`src/rtl/jt12_wrfifo.sv`:
```
// CPU-to-synthesizer write FIFO with a drain FSM that paces
// data writes on the chip busy flag.
module jt12_wrfifo #(
  parameter int AW     = 3,
  parameter int SETTLE = 2
) (
  input  logic          clk,
  input  logic          rst_n,
  input  logic          cpu_wr,
  input  logic [1:0]    cpu_addr,
  input  logic [7:0]    cpu_din,
  output logic          cpu_full,
  output logic          ovf,
  input  logic          ovf_clr,
  output logic [AW:0]   level,
  output logic          syn_write,
  output logic [1:0]    syn_addr,
  output logic [7:0]    syn_din,
  input  logic          syn_busy
);

  localparam int DEPTH = 1 << AW;
  localparam int CW    = (SETTLE > 1) ? $clog2(SETTLE) : 1;

  localparam logic [1:0] S_IDLE   = 2'd0;
  localparam logic [1:0] S_ISSUE  = 2'd1;
  localparam logic [1:0] S_SETTLE = 2'd2;
  localparam logic [1:0] S_WAITB  = 2'd3;

  logic [9:0]    mem [DEPTH];
  logic [AW-1:0] wr_ptr;
  logic [AW-1:0] rd_ptr;
  logic [1:0]    state;
  logic [CW-1:0] cnt;
  logic          push;
  logic          drop;
  logic          pop;

  assign cpu_full  = (level == (AW+1)'(DEPTH));
  assign push      = cpu_wr & ~cpu_full;
  assign drop      = cpu_wr & cpu_full;
  assign pop       = (state == S_IDLE) & (level != '0);
  assign syn_write = (state == S_ISSUE);

  always_ff @(posedge clk) begin
    if (push) mem[wr_ptr] <= {cpu_addr, cpu_din};
  end

  always_ff @(posedge clk or negedge rst_n) begin
    if (!rst_n) begin
      wr_ptr <= '0;
      rd_ptr <= '0;
      level  <= '0;
      ovf    <= 1'b0;
    end else begin
      if (push) wr_ptr <= wr_ptr + 1'b1;
      if (pop)  rd_ptr <= rd_ptr + 1'b1;
      level <= level + (AW+1)'(push) - (AW+1)'(pop);
      // a drop on the same edge beats the clear
      if (drop)         ovf <= 1'b1;
      else if (ovf_clr) ovf <= 1'b0;
    end
  end

  always_ff @(posedge clk or negedge rst_n) begin
    if (!rst_n) begin
      state    <= S_IDLE;
      cnt      <= '0;
      syn_addr <= '0;
      syn_din  <= '0;
    end else begin
      unique case (state)
        S_IDLE: begin
          if (pop) begin
            state               <= S_ISSUE;
            {syn_addr, syn_din} <= mem[rd_ptr];
          end
        end
        S_ISSUE: begin
          if (syn_addr[0]) begin
            state <= S_SETTLE;
            cnt   <= CW'(SETTLE - 1);
          end else begin
            state <= S_IDLE;
          end
        end
        S_SETTLE: begin
          if (cnt == '0) state <= S_WAITB;
          else           cnt   <= cnt - 1'b1;
        end
        S_WAITB: begin
          if (!syn_busy) state <= S_IDLE;
        end
        default: state <= S_IDLE;
      endcase
    end
  end

endmodule

```
`config.mk`:
```
export PLATFORM = sky130hd
export DESIGN_NAME = jt12_wrfifo
export DESIGN_NICKNAME = d
export VERILOG_FILES = /design/src/rtl/jt12_wrfifo.sv
export SDC_FILE = /design/constraint.sdc
export NUM_CORES = 1
export LEC_CHECK = 0
export BUFFER_PORTS_ARGS = -buffer_cell sky130_fd_sc_hd__buf_2
export CAP_MARGIN = 20
export CORE_MARGIN = 3
export CORE_UTILIZATION = 51
export DETAILED_ROUTE_END_ITERATION = 16
export PLACE_DENSITY_LB_ADDON = 0.12
export SLEW_MARGIN = 5
export SYNTH_ARGS = -nofsm -noshare
export SYNTH_HDL_FRONTEND = slang
export SYNTH_SLANG_ARGS = --single-unit
export TNS_END_PERCENT = 30
```
`constraint.sdc`:
```
create_clock -name clk -period 2.76 [get_ports clk]
set_input_delay 0.138 -clock clk [delete_from_list [all_inputs] [get_ports clk]]
set_output_delay 0.138 -clock clk [all_outputs]
set_load 0.1 [all_outputs]
```
==> metrics.md <==
| Metric | Value |
|---|---|
| Syn nets | 281 |
| Hold Slack | 0.0360 ns |
| Hold Crit Start | cpu_din[5] |
| Crit path max fanout | 5 |
| Status | complete, no violations |
| RSZ-0062 raised after global routing | false |
| Cts bufs inserted | 9 |
| Clk_lat worst skew | 0.36 ns |
| Grt ovf | 0 |
| Critical-path cell list | inv_1 > ha_1 > or3b_2 > nand2_1 > ha_1 > inv_1 > ha_1 > a21o_1 > a21oi_1 > xor2_1 |
| Fillers | 615 |
| Detail Route Antenna Nets | 0 |
| Total track usage | 18.0% |
| MaxCap Viol Count | 0 |
| Fin. Hold Viols | 0 |
| EDFF count, synth | 80 |
| Syn_area_per_cell | 16.5 um^2 |
| Die Wd | 97.3 um |
| Clock sinks | 104 |
| Syn. warnings | 0 |
| Critical path class | reg2reg |
| IO Port Bufs | 31 |
| Deepest clock path buffer count | 2 |
| Crit path DAT | 2.70 ns |
| Worst Tran Pin Value | 1.03 ns |
| CP startpoint kind | flop |
| Clk_skew | 0.00864 ns |
| Register area share after synthesis | 70.6% |
| Achievable Freq | 0.414 GHz |
| Wire per inst | 19.6 um |
| Vias per cell | 5.65 |
| Cells after DPL | 389 |
| H-tree Lvls | 3 |
| Hold Path Class | in2reg |
| Crit-path most repeated cell | ha_1 |
| Setup slack, reg-to-reg | 0.35 ns |
| Initial antenna violation count | 0 |
| Launch point of the worst path | level[2] |
| Final setup fails | 0 |
| First-pass GRT wire length | 12800 um |
| GP Congestion | 0.748 |
| # IOs | 32 |
| DRC violations left | 0 |
| Fin Setup TNS | 0 ns |
| Routed vias | 2306 |
| Max incr delay on CP | 0.51 ns |
| Max-slew violations | 0 |
| Non-filler instance count after layout | 408 |
| Clock transition at path regs | 0.10 ns |
| CP max-delay cell | or3b_2 |
| Total Routed Length | 8010 um |
| FFs w/ async S/R, synth | 23.1% |
| Ys flop type | edfxtp_1 |
| Critical Path Sink Type | flop |
| Die Y | 97.3 um |
| Initial Util | 53.6% |
| Tcrit/Tclk final | 87.5% |
| Detailed Place HPWL | 4970 um |
| Synth Cell Area | 0.00425 mm^2 |
| Site row count | 32 |
| Root Driver | clkbuf_8 |
| Initial DRC Count | 68 |
| Post-Syn Instances | 257 |
| Slew headroom | 31.0% |
| # nets final | 325 |
| Pin count of the biggest net entering global routing | 43 |
| # resized after CTS | 0 |
| Share of cells above drive strength 1 | 31.7% |
| Vias in the first global route | 2288 |
| Ant diodes | 0 |
| Flops & latches, synth | 104 |
| Worst path required time | 3.04 ns |
| Post-synthesis cell type count | 34 |
| CTS tree | done |
| Delay-heaviest family, CP | simple AND/OR/NAND/NOR gates |
| FF-to-FF Start | level[2] |
| Area growth syn-to-layout | 12.7% |
| Final min period | 2.41 ns |
| Pre-antenna DRT Iters | 4 |
| Setup bufs post-CTS | 0 |
| Floorplan core area | 0.00793 mm^2 |
| Buf/Inv on CP | 2 |
| Total die area | 0.00947 mm^2 |
==> cell type report <==
cell class / count / area, um^2 / area share [%]
clock buffers: 9 / 124 / 2.58
clock inverters: 7 / 85.1 / 1.78
inverters: 10 / 37.5 / 0.783
multi-input cells: 133 / 1150 / 24.0
flip-flops and latches: 104 / 3010 / 62.7
well taps: 102 / 128 / 2.66
repair buffers: 43 / 260 / 5.43
==> flip-flops by register name, indices dropped and copies added (netlist names), named ones only <==
name / count
state: 1
wr_ptr: 3
syn_addr: 2
mem: 80
ovf: 1
level: 4
rd_ptr: 3
syn_din: 8
cnt: 1
==> Yosys cell counts (all sizes together) (7+ instances only) <==
library cell / n / area share, %
buf: 8 / 1.3
dfrtp: 24 / 14
nor2: 7 / 0.62
ha: 8 / 2.4
mux2i: 20 / 4.7
a22o: 11 / 2.3
o21ai: 13 / 1.5
edfxtp: 80 / 56
inv: 10 / 0.88
o31ai: 10 / 2.8
o22ai: 10 / 1.5
mux2: 23 / 6.1
==> final timing paths <==
kind,to,cells after the start
hold reg to reg,ovf,1
setup reg to reg,level[3],10
max in group asynchronous,rd_ptr[0],2
min in group asynchronous,syn_din[5],2
setup / recovery,level[3],10
hold / removal,mem[3][5],1
==> metrics by stage <==
stage	cell area [um^2]	utilization, %	setup WS [ns]
detailed placement	4560	57.5	0.364
global route	4790	60.4	0.209
global placement	4560	57.5	0.465
CTS	4780	60.3	0.331
finish	4790	60.4	0.345
floorplan	4260	-	0.189
==> cells by family after synthesis <==
logic type | share of synthesized area (%)
AO/OA/AOI/OAI | 8.65
multiplexers | 10.8
adder cells (fa/ha/maj) | 2.82
buffers and inverters | 2.32
AND/OR/NAND/NOR | 3.56
flip-flops | 70.6
XOR/XNOR | 1.24
==> cells in the final DEF, fill, tap and decap left out, types with 7 or more instances in the layout <==
cell      netlist  routed
a22o_1         11      11
buf_2           1      31
buf_4           4      10
clkbuf_8        0       9
dfrtp_1        24      21
edfxtp_1       80      80
ha_1            8       8
inv_1          10      10
mux2_2         23      23
mux2i_1        20      20
nor2_1          7       7
o21ai_0        13      13
o22ai_1        10      10
o31ai_2         9       9
==> what timing repair did <==
action / CTS / global route
endpoints found under the setup margin: 0 / 0
hold endpoints to repair: 24 / 0
hold buffers: 1 / 0
==> layer usage <==
metal | share of wire (%) | global-route usage [%] | vias to the layer above
met5 | 0 | 0 | -
met4 | 1.7 | 5.11 | 0
met3 | 6.8 | 5.46 | 13
met2 | 49 | 28.3 | 71
met1 | 43 | 24.5 | 1155
li1 | - | - | 1067
Power is not shown: default switching activity piles up to over one toggle a cycle in this logic, so the estimate is an artifact.
